**config.mk**
```make
export PLATFORM = sky130hd
export DESIGN_NAME = column_amp_n_flat
export DESIGN_NICKNAME = d
export VERILOG_FILES = /design/src/rtl/column_amp_n_if.sv /design/src/rtl/column_amp_n.sv /design/src/flat_wrapper.sv
export SDC_FILE = /design/constraint.sdc
export NUM_CORES = 1
export LEC_CHECK = 0
export CELL_PAD_IN_SITES_DETAIL_PLACEMENT = 1
export CELL_PAD_IN_SITES_GLOBAL_PLACEMENT = 2
export CORE_MARGIN = 4
export CORE_UTILIZATION = 40
export CTS_CLUSTER_SIZE = 14
export DETAILED_ROUTE_END_ITERATION = 10
export PLACE_DENSITY = 0.8
export SLEW_MARGIN = 20
export SYNTH_ARGS = -nofsm -noshare
export SYNTH_HDL_FRONTEND = slang
export SYNTH_SLANG_ARGS = --single-unit
export TNS_END_PERCENT = 10
```
**constraint.sdc**
```tcl
create_clock -name I_sys_clk -period 8.8 [get_ports I_sys_clk]
set_input_delay 2.2 -clock I_sys_clk [delete_from_list [all_inputs] [get_ports I_sys_clk]]
set_output_delay 2.2 -clock I_sys_clk [all_outputs]
set_load 0.005 [all_outputs]
```
**src/rtl/column_amp_n_if.sv**
```systemverilog
// Column handshake and result bundle for column_amp_n.
// master = column source / result consumer, slave = the modulus unit.
interface column_amp_n_if #(
  parameter int COL_N  = 2,
  parameter int DATA_W = 16
);
  localparam int CNT_W = $clog2(COL_N);
  localparam int ACC_W = 2*DATA_W + CNT_W;
  localparam int OUT_W = (ACC_W + 1) / 2;

  logic                    I_col_valid;
  logic                    O_col_ready;
  logic [COL_N*DATA_W-1:0] I_column;
  logic [OUT_W-1:0]        O_amp;
  logic                    O_amp_valid;
  logic                    O_busy;

  modport master (
    output I_col_valid, I_column,
    input  O_col_ready, O_amp, O_amp_valid, O_busy
  );

  modport slave (
    input  I_col_valid, I_column,
    output O_col_ready, O_amp, O_amp_valid, O_busy
  );
endinterface

```
**src/rtl/column_amp_n.sv**
```systemverilog
// Euclidean modulus of one COL_N-element signed column: serial square accumulate, then
// bit-serial restoring sqrt. Define COLUMN_AMP_ROUND_EN to round to nearest instead of floor.
module column_amp_n #(
  parameter int COL_N  = 2,
  parameter int DATA_W = 16
) (
  input  logic          I_sys_clk,
  input  logic          I_sys_rstn,
  column_amp_n_if.slave col_if
);
  localparam int CNT_W = $clog2(COL_N);
  localparam int ACC_W = 2*DATA_W + CNT_W;
  localparam int OUT_W = (ACC_W + 1) / 2;
  localparam int SQ_W  = 2*OUT_W;
  localparam int REM_W = OUT_W + 2;
  localparam int STP_W = $clog2(OUT_W + 1);
  localparam logic [CNT_W-1:0] CNT_LAST = CNT_W'(COL_N - 1);
  localparam logic [STP_W-1:0] STP_LAST = STP_W'(OUT_W - 1);

  typedef enum logic [1:0] {IDLE, ACCUM, SQRT, DONE} state_t;

  state_t                  state_q, state_d;
  logic [COL_N*DATA_W-1:0] col_q, col_d;
  logic [SQ_W-1:0]         acc_q, acc_d;
  logic [CNT_W-1:0]        cnt_q, cnt_d;
  logic [STP_W-1:0]        step_q, step_d;
  logic [OUT_W-1:0]        root_q, root_d;
  logic [REM_W-1:0]        rem_q, rem_d;
  logic [OUT_W-1:0]        amp_q, amp_d;

  logic [DATA_W-1:0]   elem;
  logic [DATA_W-1:0]   mag;
  logic [2*DATA_W-1:0] sq;
  logic [REM_W+1:0]    rem_sh;
  logic [REM_W+1:0]    trial;
  logic                take;
  logic [REM_W-1:0]    rem_nxt;
  logic [OUT_W-1:0]    root_nxt;
  logic [OUT_W-1:0]    result;

  // Column register shifts down one element per ACCUM cycle; element 0 first.
  assign elem = col_q[DATA_W-1:0];
  assign mag  = elem[DATA_W-1] ? (DATA_W'(0) - elem) : elem;
  assign sq   = {{DATA_W{1'b0}}, mag} * {{DATA_W{1'b0}}, mag};

  // One restoring-sqrt step: bring down the next two acc bits, try root*4+1.
  assign rem_sh   = {rem_q, acc_q[SQ_W-1 -: 2]};
  assign trial    = {2'b00, root_q, 2'b01};
  assign take     = (rem_sh >= trial);
  assign rem_nxt  = take ? REM_W'(rem_sh - trial) : REM_W'(rem_sh);
  assign root_nxt = {root_q[OUT_W-2:0], take};

`ifdef COLUMN_AMP_ROUND_EN
  // rem > root  <=>  acc >= (root + 1/2)^2 for integer acc.
  assign result = (rem_nxt > {2'b00, root_nxt}) ? (root_nxt + OUT_W'(1)) : root_nxt;
`else
  assign result = root_nxt;
`endif

  always_comb begin
    state_d = state_q;
    col_d   = col_q;
    acc_d   = acc_q;
    cnt_d   = cnt_q;
    step_d  = step_q;
    root_d  = root_q;
    rem_d   = rem_q;
    amp_d   = amp_q;
    unique case (state_q)
      IDLE: begin
        if (col_if.I_col_valid) begin
          col_d   = col_if.I_column;
          acc_d   = '0;
          cnt_d   = '0;
          step_d  = '0;
          root_d  = '0;
          rem_d   = '0;
          state_d = ACCUM;
        end
      end
      ACCUM: begin
        acc_d = acc_q + SQ_W'(sq);
        col_d = col_q >> DATA_W;
        cnt_d = cnt_q + 1'b1;
        if (cnt_q == CNT_LAST) begin
          state_d = SQRT;
        end
      end
      SQRT: begin
        acc_d  = acc_q << 2;
        rem_d  = rem_nxt;
        root_d = root_nxt;
        step_d = step_q + 1'b1;
        if (step_q == STP_LAST) begin
          amp_d   = result;
          state_d = DONE;
        end
      end
      DONE: begin
        state_d = IDLE;
      end
      default: begin
        state_d = IDLE;
      end
    endcase
  end

  always_ff @(posedge I_sys_clk or negedge I_sys_rstn) begin
    if (!I_sys_rstn) begin
      state_q <= IDLE;
      col_q   <= '0;
      acc_q   <= '0;
      cnt_q   <= '0;
      step_q  <= '0;
      root_q  <= '0;
      rem_q   <= '0;
      amp_q   <= '0;
    end else begin
      state_q <= state_d;
      col_q   <= col_d;
      acc_q   <= acc_d;
      cnt_q   <= cnt_d;
      step_q  <= step_d;
      root_q  <= root_d;
      rem_q   <= rem_d;
      amp_q   <= amp_d;
    end
  end

  // Status decodes straight from state so an asynchronous reset shows at once.
  assign col_if.O_col_ready = (state_q == IDLE);
  assign col_if.O_busy      = (state_q != IDLE);
  assign col_if.O_amp_valid = (state_q == DONE);
  assign col_if.O_amp       = amp_q;

endmodule

```
**src/flat_wrapper.sv**
```systemverilog
// flat-port wrapper written by rule: the top's interface ports become plain ports
module column_amp_n_flat 
#(
  parameter int COL_N  = 2,
  parameter int DATA_W = 16
)
  (I_sys_clk, I_sys_rstn, col_if_I_col_valid, col_if_I_column, col_if_O_col_ready, col_if_O_amp, col_if_O_amp_valid, col_if_O_busy);
  column_amp_n_if #(.COL_N(COL_N), .DATA_W(DATA_W)) col_if_i ();
  input  logic I_sys_clk;
  input  logic I_sys_rstn;
  input wire logic [$bits(col_if_i.I_col_valid)-1:0] col_if_I_col_valid;
  input wire logic [$bits(col_if_i.I_column)-1:0] col_if_I_column;
  output wire logic [$bits(col_if_i.O_col_ready)-1:0] col_if_O_col_ready;
  output wire logic [$bits(col_if_i.O_amp)-1:0] col_if_O_amp;
  output wire logic [$bits(col_if_i.O_amp_valid)-1:0] col_if_O_amp_valid;
  output wire logic [$bits(col_if_i.O_busy)-1:0] col_if_O_busy;
  assign col_if_i.I_col_valid = col_if_I_col_valid;
  assign col_if_i.I_column = col_if_I_column;
  assign col_if_O_col_ready = col_if_i.O_col_ready;
  assign col_if_O_amp = col_if_i.O_amp;
  assign col_if_O_amp_valid = col_if_i.O_amp_valid;
  assign col_if_O_busy = col_if_i.O_busy;
  column_amp_n #(.COL_N(COL_N), .DATA_W(DATA_W)) u_core (.I_sys_clk(I_sys_clk), .I_sys_rstn(I_sys_rstn), .col_if(col_if_i));
endmodule
```
==> impl_metrics.ini, run 1 <==
[outcome]
status = complete, no violations

[clocking]
ctsRootBufferMaster = clkbuf_16
htreeDepth = 4
cts_buffers = 17
clk_pin_slew_ns = 0.06
cts_resized = 0
cts.path.max_buffers = 2
cts_sinks = 127
clkLatencyLatePin_ns = 0.43
holdBufCountCts = 0
cts_tree = done
post-cts-setup-buffers = 0

[timing]
rsz0062_at_grt = no
fmax_ghz = 0.121
finalCriticalPeriod_ns = 8.27
tns_ns = 0
tightest_slew_ns = 1.02
hold_viol = 0
drv_slew = 0
period_share = 0.939
fin_worst_skew_ns = 0.0118
slew_headroom = 0.316
final-setup-viol-count = 0

[cells_and_area]
multi_input_area_um2 = 10300
drive_gt1_frac = 0.0505
antenna-diode-count = 0
fillCellCount = 4341
syn_to_final_growth_pct = 12.3
seq_area_um2 = 3180
finalNetCount = 2108

[logic_synthesis]
syn_area_um2 = 15100
synth_most_common_cell = inv_1
ys_seq_elements = 127
ys_types = 78
synthCells = 1698
yosysTopAreaCellShare = 0.258
yosysSeqAreaShare = 0.211
synth_top_cell_by_area = fa_1
avgSynthCellArea_um2 = 8.88
netlist_top_cells_count = inv_1 (373), fa_1 (194), nand2_1 (189), ha_1 (131), dfrtp_1 (127)
synth-edff-count = 0
synthFlopType = dfrtp_1
ys_top_cells_by_area = fa_1 (26%), dfrtp_1 (21%), ha_1 (11%)
synthArstFlopShare = 1.00
yosysWarnings = 0

[job]
cap_violations = 0

[setup_path]
required_ns = 9.05
worstSetupPathType = flop to flop
worstSetupEndpointType = flop
start_kind = flop
crit_fanout = 9
crit_arrival_ns = 8.52

[detailed_routing]
drtAntennaViolNets = 0
drt_drc_violations_left = 0
drt_iter0_drc = 539
vias = 11600
wl_mm = 41.9
post_drt_via_cell_ratio = 5.12
wl_per_cell_um = 18.5
firstDrtPassIters = 5

[floorplan]
initial_core_util = 0.409
core_area_um2 = 36900
placementRows = 70
ios = 55
die_area_um2 = 40900
fp.dieW_um = 202
die_h_um = 202

[hold_path]
holdCritPathClass = flop to flop

[global_route]
grt_overflow = 0
grt_pass1_wl_mm = 70.1
grt_usage = 0.213
grt_pass1_vias = 13100
antenna_found_initial = 0
grt_max_degree = 66

[placed_design]
gp_congestion = 0.859
hpwl_mm = 33.4
numPortBuffers = 54
==> sequential cells by signal, summed over array words and instances (netlist names) <==
register and flops:
u_core.step_q 5, u_core.state_q 2, u_core.rem_q 19, u_core.col_if.O_amp 17, u_core.root_q 17, u_core.acc_q 34, u_core.cnt_q 1, u_core.col_q 32
==> cell families (layout without fill, tap and decap cells) <==
logic type,Yosys count,count (layout),synth area share
XOR/XNOR,63,63,0.0376
buffers and inverters,443,498,0.112
AND/OR/NAND/NOR,411,411,0.125
multiplexers,24,24,0.0159
flip-flops,127,127,0.211
AO/OA/AOI/OAI,303,303,0.132
adder cells (fa/ha/maj),325,325,0.366
other,2,10,0.000498
==> metrics by stage <==
stage / utilization / area (µm²) / cells / setup slack, ns / hold WS, ns
after detailed placement: 0.441 / 16300 / 2233 / 0.532 / 0.470
after global placement: 0.441 / 16300 / 2233 / 0.614 / 0.461
after global routing: 0.459 / 16900 / 2265 / 0.0474 / 0.506
after CTS: 0.459 / 16900 / 2265 / 0.509 / 0.485
final: 0.459 / 16900 / 2265 / 0.534 / 0.478
after floorplan: - / 15100 / 1706 / 1.08 / 0.447
==> per-layer routing <==
metal  track usage  wire [µm]  up-vias
met4        0.0480        784        0
met2         0.366      20600      143
met3        0.0276       1260       40
met1         0.290      19200     5919
li1              -          -     5485
met5             0          0        -
==> worst paths after layout <==
path | from | end | slack (ns) | cells past startpoint
max | u_core.col_q[6]$_DFFE_PN0P_ | u_core.acc_q[33]$_DFFE_PN0P_ | 0.53 | 26
min | u_core.col_q[31]$_DFFE_PN0P_ | u_core.col_q[31]$_DFFE_PN0P_ | 0.48 | 2
max reg2reg | u_core.col_q[6]$_DFFE_PN0P_ | u_core.acc_q[33]$_DFFE_PN0P_ | 0.53 | 26
min reg2reg | u_core.col_q[31]$_DFFE_PN0P_ | u_core.col_q[31]$_DFFE_PN0P_ | 0.48 | 2
max in group asynchronous | I_sys_rstn | u_core.col_q[4]$_DFFE_PN0P_ | 5.73 | 2
min in group asynchronous | I_sys_rstn | u_core.col_if.O_amp[13]$_DFFE_PN0P_ | 1.77 | 1
==> critical path, stage by stage (launching register included) <==
cell and delay, ns:
dfrtp_1 0.41, or4_4 0.57, nor4_2 0.17, and2b_1 0.19, nand2_1 0.08, o21ai_1 0.20
xor2_2 0.54, inv_2 0.28, nand2_1 0.17, fa_1 0.44, fa_1 0.49, fa_1 0.52
inv_1 0.05, fa_1 0.48, fa_1 0.55, inv_1 0.06, fa_1 0.54, inv_1 0.05
ha_1 0.38, nand3_1 0.17, or3_1 0.38, o211ai_1 0.31, o311ai_2 0.20, o41ai_2 0.42
a31oi_1 0.15, xnor2_1 0.17, o221ai_1 0.11
==> layout make-up <==
cell class | count | share of cell area
Clock inverter | 15 | 0.0132
Sequential cell | 127 | 0.188
Clock buffer | 17 | 0.0251
Timing Repair Buffer | 83 | 0.0449
Tap cell | 504 | 0.0373
Inverter | 383 | 0.0849
Multi-Input combinational cell | 1136 | 0.607
==> placed cells by master (no fill, tap or decap), drive strengths merged, types with 7 or more instances in the layout <==
master         netlist  routed
nor2b               10      10
clkinv               7      10
a31oi                7       7
buf                  8      30
o22ai                8       8
ha                 131     131
a22oi               13      13
nand2b              24      24
and3                11      11
o21ai              114     114
a21oi               53      53
nand2              190     190
inv                376     383
mux2i               24      24
and2                 8       8
nor3                16      16
xor2                25      25
nand3               36      36
clkdlybuf4s50        0      53
nor2                83      83
conb                 2      10
o21a                 9       9
dfrtp              127     127
clkbuf              52      17
a21o                26      26
fa                 194     194
xnor2               38      38
o311ai              12      12
a22o                 7       7
Power of run 1 is not shown: default switching activity piles up to over one toggle a cycle in this logic, so the estimate is an artifact.
==> inputs of run 2 (changes only) <==
--- a/config.mk
+++ b/config.mk
@@ -9,7 +9,6 @@
 export CELL_PAD_IN_SITES_GLOBAL_PLACEMENT = 2
 export CORE_MARGIN = 4
 export CORE_UTILIZATION = 40
-export CTS_CLUSTER_SIZE = 14
 export DETAILED_ROUTE_END_ITERATION = 10
 export PLACE_DENSITY = 0.8
 export SLEW_MARGIN = 20
==> results of run 2 <==
Final layout, timing and power as in run 1 (identical DEF).
Power of run 2 is left out for the same reason.
==> patch, RTL diff (flow settings as in run 1) <==
Encoding of `state_t`: now one-hot (4 bits for 4 states).
--- a/src/rtl/column_amp_n.sv
+++ b/src/rtl/column_amp_n.sv
@@ -17,7 +17,7 @@
   localparam logic [CNT_W-1:0] CNT_LAST = CNT_W'(COL_N - 1);
   localparam logic [STP_W-1:0] STP_LAST = STP_W'(OUT_W - 1);
 
-  typedef enum logic [1:0] {IDLE, ACCUM, SQRT, DONE} state_t;
+  typedef enum logic [3:0] {IDLE = 4'b0001, ACCUM = 4'b0010, SQRT = 4'b0100, DONE = 4'b1000} state_t;
 
   state_t                  state_q, state_d;
   logic [COL_N*DATA_W-1:0] col_q, col_d;
Check against the original RTL: same outputs for any inputs over 10 cycles, from zero or initial values and one cycle with I_sys_rstn low; not proved beyond that.
==> patch against run 1 <==
Wire length grew 2.3%; synthesized area shrank 1.1%; critical endpoint is now u_core.acc_q[32]; sequential cell count grew 2; via count grew 0.69%; cell area shrank 1.1%; first-iteration DRC count grew 9.3%; setup slack lost 90 ps; clock skew grew 5.3 ps.
Power is left out: the tool's default activity adds up to more than one toggle a clock period on the data nets, which glitch-free logic cannot reach.
==> patch: results (changes against run 1) <==
finish:
  final_nets: 2099  # was 2108
  layout.cells.non_filler: 2224  # was 2265
  antennaDiodeCount: 0  # unchanged
  drive_gt1_frac: 0.0558  # was 0.0505
place:
  placed_instance_area_um2: 16100  # was 16300 µm²
  place.gp.congestion: 0.852  # was 0.859
  dp_hpwl_um: 33700  # was 33400 µm
  pre_cts_ws_ps: 542  # was 532 ps
grt:
  overflow: 0  # unchanged
  pin_count_of_the_biggest_net_entering_global_routing: 73  # was 66
  track_usage: 0.219  # was 0.213
  antenna_found_initial: 0  # unchanged
  number_of_global_route_vias_before_repair: 13100  # about the same
  wire_length_of_the_first_global_routing_pass_um: 71000  # was 70100 µm
routing:
  initialDrtViolationCount: 589  # was 539
  route.final.wire_length_um: 42800  # was 41900 µm
  via_per_inst: 5.25  # was 5.12
  drt_first_pass_iters: 5  # unchanged
timing:
  hold-worst-slack_ps: 487  # was 478 ps
  tightest_slew_ps: 1040  # was 1020 ps
  timing.final.crit_share: 0.950  # was 0.939
  skew_ps: 17.1  # was 11.8 ps
critical_path:
  ff_to_ff_path_depth: 31  # was 26
  critPathMaxFanout: 9  # unchanged
  crit-reg2reg-capture: "u_core.acc_q[32]"  # was u_core.acc_q[33]
  cp-end-kind: "flop"  # unchanged
  critical-path-slowest-cell: "sky130_fd_sc_hd__fa_1"  # was sky130_fd_sc_hd__or4_4
  critPathArrivalTime_ps: 8680  # was 8520 ps
  worst_path_largest_cell_delay_ps: 530  # was 570 ps
  r2r_setup_slack_ps: 440  # was 530 ps
  worstReg2RegStart: "u_core.col_q[2]"  # was u_core.col_q[6]
  critPathKind: "reg2reg"  # unchanged
clocking:
  cts_made_buffers: 17  # unchanged
  cts-root-buf: "sky130_fd_sc_hd__clkbuf_16"  # unchanged
  clk_latency_ps: 430  # about the same
  h-tree-depth: 4  # unchanged
  clkSlewWorstSetupHoldPaths_ps: 70
yosys:
  netlist_top_cells_area: "sky130_fd_sc_hd__fa_1, sky130_fd_sc_hd__dfrtp_1, sky130_fd_sc_hd__ha_1, sky130_fd_sc_hd__inv_1, sky130_fd_sc_hd__nand2_1"  # unchanged
  ys_async_sr_fraction: 1.00  # unchanged
  synth_commonest_cells: "sky130_fd_sc_hd__inv_1, sky130_fd_sc_hd__fa_1, sky130_fd_sc_hd__nand2_1, sky130_fd_sc_hd__dfrtp_1, sky130_fd_sc_hd__ha_1"  # was sky130_fd_sc_hd__inv_1, sky130_fd_sc_hd__fa_1, sky130_fd_sc_hd__nand2_1, sky130_fd_sc_hd__ha_1, sky130_fd_sc_hd__dfrtp_1
  ys_seq_area_frac: 0.217  # was 0.211
  syn_inst: 1689  # was 1698
  yosys.cell_types.count: 72  # was 78
  yosysWarningCount: 0  # unchanged
worst_hold_path:
  hold_path_startpoint: "u_core.col_if.O_amp[1]"  # was u_core.col_q[31]
  worstHoldEndpoint: "u_core.col_if.O_amp[1]"  # was u_core.col_q[31]
status:
  run_status: "finished clean"  # unchanged
## patch: cell types whose count changed in the layout (fill, tap and decap cells not counted), moves of 8 or more
| cell | change |
|---|---|
| sky130_fd_sc_hd__nand3_1 | +32 |
| sky130_fd_sc_hd__nor2_1 | +25 |
| sky130_fd_sc_hd__nand2b_1 | -17 |
| sky130_fd_sc_hd__mux2i_1 | -15 |
| sky130_fd_sc_hd__nand2_1 | -15 |
| sky130_fd_sc_hd__a21oi_1 | -12 |
| sky130_fd_sc_hd__a22oi_1 | +10 |
| sky130_fd_sc_hd__o311ai_0 | -10 |
| sky130_fd_sc_hd__o22ai_1 | +9 |
| sky130_fd_sc_hd__xnor2_1 | -8 |
## patch: worst min-delay path: cells and delay by family (launching register included)
kind	cells	cell delay [ps]
DFF	1	340
AOI/OAI and AO/OA	1	60
and+or+nand+nor	1	50
## patch: cell families (layout without fill, tap and decap cells)
kind of cell | count (synthesis) | count (layout) | share of synthesized area
compound gates | 305 | 305 | 0.133
xor+xnor | 60 | 60 | 0.0363
fa+ha+maj | 321 | 321 | 0.367
buf+inv | 441 | 500 | 0.112
flops | 129 | 129 | 0.217
mux | 11 | 11 | 0.00764
other cells | 2 | 10 | 0.000504
simple gates | 420 | 420 | 0.127
## patch: routing by layer
layer  up-vias  GRT usage  part of all wire
li1       5492          -                 -
met4         0     0.0570             0.022
met1      5986      0.296              0.46
met5         -          0                 0
met2       141      0.380              0.50
met3        48     0.0216             0.024
## patch: layout make-up
class	instances	area (µm²)
sequential	129	3230
fill	4280	20000
tap	468	586
timing repair buffer	87	790
inverter	381	1430
clock inverter	14	169
multi-input combinational	1127	10100
clock buffer	18	439
